<file path="src/rtl/unary_divide_const.sv">
// Streaming unary divider: emits an INPUT_WIDTH-bit unary frame y with ones(y) ~= ones(a)/DIVISOR,
// bit-serially while a is still arriving. Macro UNARY_DIV_BOUNDS_DEBUG_EN exposes counters and bounds.
module unary_divide_const #(
  parameter int unsigned INPUT_WIDTH = 32,
  parameter int unsigned DIVISOR     = 2,
  parameter int unsigned EPSILON     = 0,
  parameter int unsigned COUNT_WIDTH = $clog2(INPUT_WIDTH + 1)
) (
  input  logic clk,
  input  logic reset,
  input  logic start,
  input  logic a,
  input  logic a_valid,
  output logic a_ready,
  output logic y,
  output logic y_valid,
  input  logic y_ready,
  output logic done
`ifdef UNARY_DIV_BOUNDS_DEBUG_EN
  ,
  output logic [COUNT_WIDTH-1:0]                 dbg_a_ones,
  output logic [COUNT_WIDTH-1:0]                 dbg_a_count,
  output logic [COUNT_WIDTH-1:0]                 dbg_y_ones,
  output logic [COUNT_WIDTH-1:0]                 dbg_y_count,
  output logic [COUNT_WIDTH+$clog2(DIVISOR)+1:0] dbg_l,
  output logic [COUNT_WIDTH+$clog2(DIVISOR)+1:0] dbg_u,
  output logic [COUNT_WIDTH+$clog2(DIVISOR)+1:0] dbg_m
`endif
);

  localparam int unsigned BW   = COUNT_WIDTH + $clog2(DIVISOR) + 2;
  localparam int unsigned MAXV = 2 * DIVISOR * INPUT_WIDTH;
  localparam logic [BW-1:0] MAX_B = BW'(MAXV);
  // Saturating EPSILON at MAXV gives the same Mp/Mm results and keeps M+EPS inside BW bits.
  localparam logic [BW-1:0] EPS_B = BW'((EPSILON < MAXV) ? EPSILON : MAXV);
  localparam logic [BW-1:0] DIV_B = BW'(DIVISOR);
  localparam logic [BW-1:0] W_B   = BW'(INPUT_WIDTH);
  localparam logic [COUNT_WIDTH-1:0] W_C   = COUNT_WIDTH'(INPUT_WIDTH);
  localparam logic [COUNT_WIDTH-1:0] ONE_C = COUNT_WIDTH'(1);

  typedef enum logic [1:0] {IDLE, RUN, DONE} state_e;

  state_e state_q, state_d;
  logic [COUNT_WIDTH-1:0] a_count_q, a_count_d, a_ones_q, a_ones_d;
  logic [COUNT_WIDTH-1:0] y_count_q, y_count_d, y_ones_q, y_ones_d;
  logic y_q, y_d, y_valid_q, y_valid_d;

  logic [BW-1:0] bound_l, bound_u, mid, mid_eps, mid_p, mid_m, d_lo, d_hi;
  logic dec_fire, dec_bit, slot_free, commit, a_take, last_take;

  always_comb begin
    bound_l = BW'(a_ones_q) << 1;
    bound_u = (BW'(a_ones_q) + W_B - BW'(a_count_q)) << 1;
    mid     = DIV_B * ((BW'(y_ones_q) << 1) + W_B - BW'(y_count_q));
    mid_eps = mid + EPS_B;
    mid_p   = (mid_eps > MAX_B) ? MAX_B : mid_eps;
    mid_m   = (EPS_B >= mid) ? '0 : mid - EPS_B;
    d_hi    = bound_u - mid;
    d_lo    = mid - bound_l;
  end

  always_comb begin
    dec_fire = 1'b0;
    dec_bit  = 1'b0;
    if (mid <= bound_l) begin
      dec_fire = 1'b1;
      dec_bit  = 1'b1;
    end else if (mid >= bound_u) begin
      dec_fire = 1'b1;
    end else if (mid_m <= bound_l && mid_p < bound_u) begin
      dec_fire = 1'b1;
      dec_bit  = 1'b1;
    end else if (mid_p >= bound_u && mid_m > bound_l) begin
      dec_fire = 1'b1;
    end else if (mid_m <= bound_l && mid_p >= bound_u) begin
      dec_fire = 1'b1;
      dec_bit  = (d_lo <= d_hi);
    end
  end

  always_comb begin
    slot_free = !y_valid_q || y_ready;
    commit    = (state_q == RUN) && (a_count_q != '0) && (y_count_q < W_C) && slot_free && dec_fire;
    a_take    = a_valid && a_ready;
    last_take = y_valid_q && y_ready && (y_count_q == W_C);
  end

  // FSM: state register
  always_ff @(posedge clk) begin
    if (reset) state_q <= IDLE;
    else       state_q <= state_d;
  end

  // FSM: next state
  always_comb begin
    state_d = state_q;
    if (start) begin
      state_d = RUN;
    end else begin
      case (state_q)
        RUN:     if (last_take) state_d = DONE;
        default: state_d = state_q;
      endcase
    end
  end

  // FSM: outputs
  always_comb begin
    a_ready = (state_q == RUN) && (a_count_q < W_C);
    done    = (state_q == DONE);
  end

  always_comb begin
    a_count_d = a_count_q;
    a_ones_d  = a_ones_q;
    y_count_d = y_count_q;
    y_ones_d  = y_ones_q;
    y_d       = y_q;
    y_valid_d = y_valid_q;
    if (start) begin
      a_count_d = '0;
      a_ones_d  = '0;
      y_count_d = '0;
      y_ones_d  = '0;
      y_valid_d = 1'b0;
    end else begin
      if (a_take) begin
        a_count_d = a_count_q + ONE_C;
        a_ones_d  = a_ones_q + COUNT_WIDTH'(a);
      end
      // A consumed bit with no fresh decision leaves the output slot empty.
      if (commit) begin
        y_d       = dec_bit;
        y_valid_d = 1'b1;
        y_count_d = y_count_q + ONE_C;
        y_ones_d  = y_ones_q + COUNT_WIDTH'(dec_bit);
      end else if (y_ready) begin
        y_valid_d = 1'b0;
      end
    end
  end

  always_ff @(posedge clk) begin
    if (reset) begin
      a_count_q <= '0;
      a_ones_q  <= '0;
      y_count_q <= '0;
      y_ones_q  <= '0;
      y_q       <= 1'b0;
      y_valid_q <= 1'b0;
    end else begin
      a_count_q <= a_count_d;
      a_ones_q  <= a_ones_d;
      y_count_q <= y_count_d;
      y_ones_q  <= y_ones_d;
      y_q       <= y_d;
      y_valid_q <= y_valid_d;
    end
  end

  always_comb begin
    y       = y_q;
    y_valid = y_valid_q;
  end

`ifdef UNARY_DIV_BOUNDS_DEBUG_EN
  always_comb begin
    dbg_a_ones  = a_ones_q;
    dbg_a_count = a_count_q;
    dbg_y_ones  = y_ones_q;
    dbg_y_count = y_count_q;
    dbg_l       = bound_l;
    dbg_u       = bound_u;
    dbg_m       = mid;
  end
`endif

endmodule

</file>
<file path="config.mk">
export PLATFORM = sky130hd
export DESIGN_NAME = unary_divide_const
export DESIGN_NICKNAME = d
export VERILOG_FILES = /design/src/rtl/unary_divide_const.sv
export SDC_FILE = /design/constraint.sdc
export NUM_CORES = 1
export LEC_CHECK = 0
export CORE_AREA = 2 2 85 87
export DETAILED_ROUTE_END_ITERATION = 7
export DIE_AREA = 0 0 87 89
export PLACE_DENSITY = 0.66
export SLEW_MARGIN = 20
export SYNTH_ARGS = -nofsm -noshare
export SYNTH_HDL_FRONTEND = slang
export SYNTH_SLANG_ARGS = --single-unit
</file>
<file path="constraint.sdc">
create_clock -name clk -period 9.4 [get_ports clk]
set_clock_uncertainty 0.2 [all_clocks]
set_input_delay 0.94 -clock clk [delete_from_list [all_inputs] [get_ports clk]]
set_output_delay 0.94 -clock clk [all_outputs]
set_load 0.005 [all_outputs]
</file>
**Word level (Yosys, flattened, before mapping)**

Index checks and enable logic that the tools add are counted.

- Bits in registers: 28
- Latch bits: 0
- RAM bits: 0
- ROM bits: 0
- Bits of input ports: 6
- Output and inout bits: 4
- Memories kept: 0

- $add $sub $neg: 10
- Multiply operators: 0
- Div/mod/pow operators: 0
- $lt $le $gt $ge: 11
- Equality and inequality tests: 3
- Shift operators: 0
- Multiplexer cells: 17
- Bitwise operators: 1
- Reduce and logical (&&, ||, !) cells: 21

Operators by type and width:

| operator | count |
|---|---|
| 9-bit >= comparator | 2 |
| 9-bit by 7-bit less-or-equal comparator with 1-bit output | 2 |
| 9-bit 2-to-1 mux | 2 |
| 1-bit 2-to-1 mux | 15 |
| 6-bit by 1-bit adder with 6-bit output | 2 |
| 6-bit by 1-bit adder with 6-bit output (second input constant) | 2 |
| 6-bit < comparator (second input constant) | 2 |
| 1-bit logical AND | 11 |
| 1-bit by 9-bit >= comparator with 1-bit output (first input constant) | 1 |
| 9-bit by 7-bit greater-than comparator with 1-bit output | 1 |
| 9-bit by 8-bit greater-than comparator with 1-bit output (second input constant) | 1 |
| 9-bit less-or-equal comparator | 1 |
| 9-bit < comparator | 1 |
| 9-bit by 7-bit subtractor with 9-bit output | 1 |
| 9-bit subtractor | 1 |
| 7-bit by 6-bit adder with 8-bit output (second input constant) | 1 |
| 7-bit by 6-bit subtractor with 8-bit output | 1 |
| 8-bit by 6-bit subtractor with 8-bit output | 1 |
| 6-bit by 6-bit adder with 7-bit output (second input constant) | 1 |
| 6-bit == test (second input constant) | 1 |
| 2-bit AND reduction | 3 |
| 2-bit nonzero test | 3 |
| 6-bit nonzero test | 1 |
| 2-bit by 1-bit == test with 1-bit output (second input constant) | 1 |
| 5 further kinds | 5 |

**Logic depth before layout (Yosys ltp)**

- Depth in word-level cells: 13
- Gate-level depth with buffers: 26
- Depth with buffers taken out: 26

**Worst setup path before layout**

No wires, ideal clock.

- Kind: register to register
- Start point: reg y_count_q[1]
- End point: reg y_ones_q[4]
- Data arrival time: 4.728 ns
- Data required time: 9.128 ns
- Setup slack: 4.400 ns
- Cell stages (with the launch flop): 25
- Clock period less this slack: 5.000 ns
- Path through: dfxtp_1 -> inv_1 -> ha_1 -> ha_1 -> inv_1 -> fa_1 -> nor2b_1 -> o31ai_1 -> a21boi_0 -> inv_1 -> ha_1 -> a21boi_0 -> o31ai_1 -> xnor2_1 -> ha_1 -> nand4_1 -> or2_2 -> o221a_2 -> a211o_1 -> nand2_1 -> ha_1 -> ha_1 -> nand4_1 -> a21oi_1 -> mux2i_1

- Longest elaborated chain between the ends: 11
- Elaborated cells between the ends (all ways): 32

RTL lines:

| element | RTL line | source |
|---|---|---|
| start, declared | 45 | `logic [COUNT_WIDTH-1:0] y_count_q, y_count_d, y_ones_q, y_ones_d;` |
| start signal, assigned | 154 | `y_count_q <= y_count_d;` |
| 8-bit by 6-bit subtractor with 8-bit output (*) | 54 | `mid = DIV_B * ((BW'(y_ones_q) << 1) + W_B - BW'(y_count_q));` |
| 1-bit by 9-bit >= comparator with 1-bit output or 9-bit by 8-bit greater-than comparator with 1-bit output (tied branches) | 57, 56 |  |
| 9-bit 2-to-1 mux (on tied branches) | 57, 56 |  |
| 9-bit by 7-bit less-or-equal comparator with 1-bit output or 9-bit >= comparator (tied branches) | 70, 75, 73 |  |
| 1-bit logical AND | 75 | `end else if (mid_m <= bound_l && mid_p >= bound_u) begin` |
| 1-bit 2-to-1 mux | 75 |  |
| 1-bit 2-to-1 mux | 73 | `end else if (mid_p >= bound_u && mid_m > bound_l) begin` |
| 1-bit 2-to-1 mux | 70 | `end else if (mid_m <= bound_l && mid_p < bound_u) begin` |
| 1-bit 2-to-1 mux | 68 | `end else if (mid >= bound_u) begin` |
| 1-bit 2-to-1 mux (*) | 65 | `if (mid <= bound_l) begin` |
| via dec_bit | 49 | `logic dec_fire, dec_bit, slot_free, commit, a_take, last_take;` |
| 6-bit by 1-bit adder with 6-bit output (*) | 136 | `y_ones_d = y_ones_q + COUNT_WIDTH'(dec_bit);` |
| end signal, assigned | 155 | `y_ones_q <= y_ones_d;` |
| end, declared | 45 |  |

Mark *: on every way through the listed nets, which the timed path passes. The rest lies on a longest branch.
A chain may end at the register's enable or synchronous reset.

**Worst setup path after layout**

Ends and elaborated chain as after synthesis.

==> flow_summary.ini <==
[pwr]
total_power_uw = 277
p_leak_nw = 1.51
p_seq_share_pct = 43.3
p_sw_share_pct = 27.1
power_density_nw_per_um2 = 78.0
clkPwrFrac_pct = 35.2
combPwrFrac_pct = 21.5
p_int_uw = 202
power.switching_uw = 74.9
vdd.ir_drop.worst_mv = 0.0638

[synthesis]
ys_ff_latch = 28
synthFlopType = dfxtp_1
synth-warning-count = 0
syn-num-nets = 487
ys_seq_area_share_pct = 16.8
synthDistinctLibCells = 57
synthArstFlopShare_pct = 0
synth_cells = 414
syn_avg_cell_area_um2 = 8.04
synth_edf_count = 0
synth.cell_area_um2 = 3330

[floorplanning]
rows = 30
num_io_pins = 10
start_util_pct = 49.5
dieArea_um2 = 7740
fp.dieH_um = 89
core_um2 = 6720
dieWidth_um = 87

[setup_path]
cp-end-kind = flip-flop
cp.required_ns = 9.42
crit_chain = inv_1 > ha_1 > ha_1 > inv_1 > fa_1 > nor2b_1 > o31ai_1 > a21boi_0 > inv_1 > ha_1 > a21boi_0 > o31ai_1 > xnor2_1 > ha_1 > nand4_1 > or2_2 > o221a_2 > a211o_1 > nand2_1 > ha_1 > ha_1 > nand4_1 > a21oi_1 > mux2i_1
crit_path_max_incr_delay_ns = 0.46
cp_max_fo = 5
criticalPathCategory = flip-flop to flip-flop
cpMostUsedCell = ha_1
crit_arrival_ns = 5.65
crit_path_top_delay_cell = o31ai_1
startpoint_type = flip-flop

[detailed_routing]
ant_nets = 0
viasPerCell = 5.66
wire_per_inst_um = 14.5
num_vias = 2838
drt-initial-drc-count = 114
drtPass1Iterations = 4
routed_wl_mm = 7.27
drc_errors = 0

[clock_tree]
cts_tree = built
cts_made_buffers = 3
clock_latency_ns = 0.28
postCtsSetupBuffers = 0
clockBufferDepth = 2
cts_resized = 0
cts-htree-levels = 1
postCtsHoldBufs = 0
cts.sinks = 28
clkTransAtPathRegs_ns = 0.10
root_buffer = clkbuf_8

[sta]
rsz0062_at_grt = false
setup_viol = 0
final-max-slew-violation-count = 0
slew-limit-headroom_pct = 53.2
fin_setup_tns_ns = 0
finalCriticalPeriod_ns = 5.63
tightestPinTransition_ns = 0.695
whs_ns = 0.272
period_share_pct = 59.9
finalHoldViolCount = 0
fmax_mhz = 178

[global_route]
grt_pass1_vias = 2592
overflow = 0
antenna_found_initial = 0
grt_pass1_wl_mm = 12.4
grt_start_max_net_pins = 24
grt.total_usage_pct = 20.2

[final_layout]
synthToLayoutAreaGrowth_pct = 6.62
drive_gt1_share_pct = 5.46
antenna_cells = 0
fin_nets = 495

[place]
routabilityCongestion = 0.840
hpwl_mm = 6.13
portBuffers = 9

[outcome]
status = finished, final reports clean

[job]
maxCapViolations = 0

[min_path]
hp-class = flip-flop to flip-flop
## path summary, 6_finish.rpt
path,from,to,slack [ns],cells after the start
setup / recovery,y_count_q[1]$_SDFFE_PP0P_,y_ones_q[4]$_SDFFE_PP0P_,3.77,24
hold / removal,state_q[1]$_SDFFE_PP0P_,state_q[1]$_SDFFE_PP0P_,0.27,2
setup reg to reg,y_count_q[1]$_SDFFE_PP0P_,y_ones_q[4]$_SDFFE_PP0P_,3.77,24
hold reg to reg,state_q[1]$_SDFFE_PP0P_,state_q[1]$_SDFFE_PP0P_,0.27,2
## cell usage in the layout, fill, tap and decap left out, drive strengths merged, types with 6 or more instances in the layout
master         count
nand2b             6
a21o               8
a211oi             6
clkdlybuf4s50      9
nor2b              8
nand2             32
mux2i             11
xnor2             22
inv               50
nor2              34
ha                63
nand4             19
dfxtp             28
nand3              7
o21ai             17
a21oi             25
## flip-flops by register name, indices dropped and copies added, names as in the netlist
| register | count |
|---|---|
| y | 1 |
| y_ones_q | 6 |
| a_count_q | 6 |
| y_count_q | 6 |
| a_ones_q | 6 |
| state_q | 2 |
| y_valid | 1 |
## power groups by stage
| stage | sequential, mW | clock, mW | combinational [mW] |
|---|---|---|---|
| 6_report | 0.120 | 0.0975 | 0.0594 |
| 4_1_cts | 0.120 | 0.0984 | 0.0592 |
| 3_5_place_dp | 0.123 | 0 | 0.0588 |
| 2_1_floorplan | 0.122 | 0 | 0.0453 |
| 3_3_place_gp | 0.123 | 0 | 0.0583 |
| 5_1_grt | 0.120 | 0.103 | 0.0673 |
## stage by stage
| stage | setup WS, ns | util, % | std cells | instance area (um2) |
|---|---|---|---|---|
| floorplan | 4.40 | - | 414 | 3330 |
| global placement | 4.08 | 51.7 | 497 | 3480 |
| detailed placement | 3.83 | 51.7 | 497 | 3480 |
| CTS | 3.79 | 52.8 | 501 | 3550 |
| global route | 3.28 | 52.8 | 501 | 3550 |
| finish | 3.77 | 52.8 | 501 | 3550 |
## synth_stat cells, types with 5 or more instances
library cell	count	area (um2)
a21o_1	8	60.1
a21oi_1	25	125
dfxtp_1	28	561
ha_1	63	788
inv_1	50	188
mux2i_1	11	110
nand2_1	31	116
nand2b_1	6	37.5
nand3_1	7	35.0
nand4_1	19	119
nor2_1	34	128
nor2b_1	8	50.1
nor3_1	5	25.0
o21a_1	5	37.5
o21ai_0	16	80.1
xnor2_1	22	193
## cells by family after synthesis
| family | Yosys count | synth area share [%] |
|---|---|---|
| and+or+nand+nor | 134 | 20.8 |
| AOI/OAI and AO/OA | 88 | 18.3 |
| adders and majority gates | 68 | 26.4 |
| buffers and inverters | 58 | 7.33 |
| DFF | 28 | 16.8 |
| xor gates and xnor gates | 25 | 6.58 |
| muxes | 12 | 3.65 |
| other | 1 | 0.113 |
## per-layer routing
layer  vias up  share of wire (%)  track usage [%]
met4         0                1.2             3.41
li1       1481                  -                -
met2        45                 45             32.7
met5         -                  0                0
met3        10                3.1             2.40
met1      1302                 51             29.2
## worst max-delay path: cells and delay by family, from the launching register on
family | cells | cell delay, ns
buffers and inverters | 3 | 0.30
DFF | 1 | 0.39
and+or+nand+nor | 5 | 0.69
adders and majority gates | 7 | 1.85
AOI/OAI and AO/OA | 7 | 1.82
muxes | 1 | 0.19
xor gates and xnor gates | 1 | 0.13
## final cells by class
cell class / count / area, um2
Fill cell: 643 / 3170
Multi-Input combinational cell: 328 / 2520
Sequential cell: 28 / 561
Inverter: 50 / 188
Timing Repair Buffer: 11 / 105
Tap cell: 80 / 100
Clock buffer: 3 / 41.3
Clock inverter: 1 / 30.0
(Power assumes the default switching activity.)
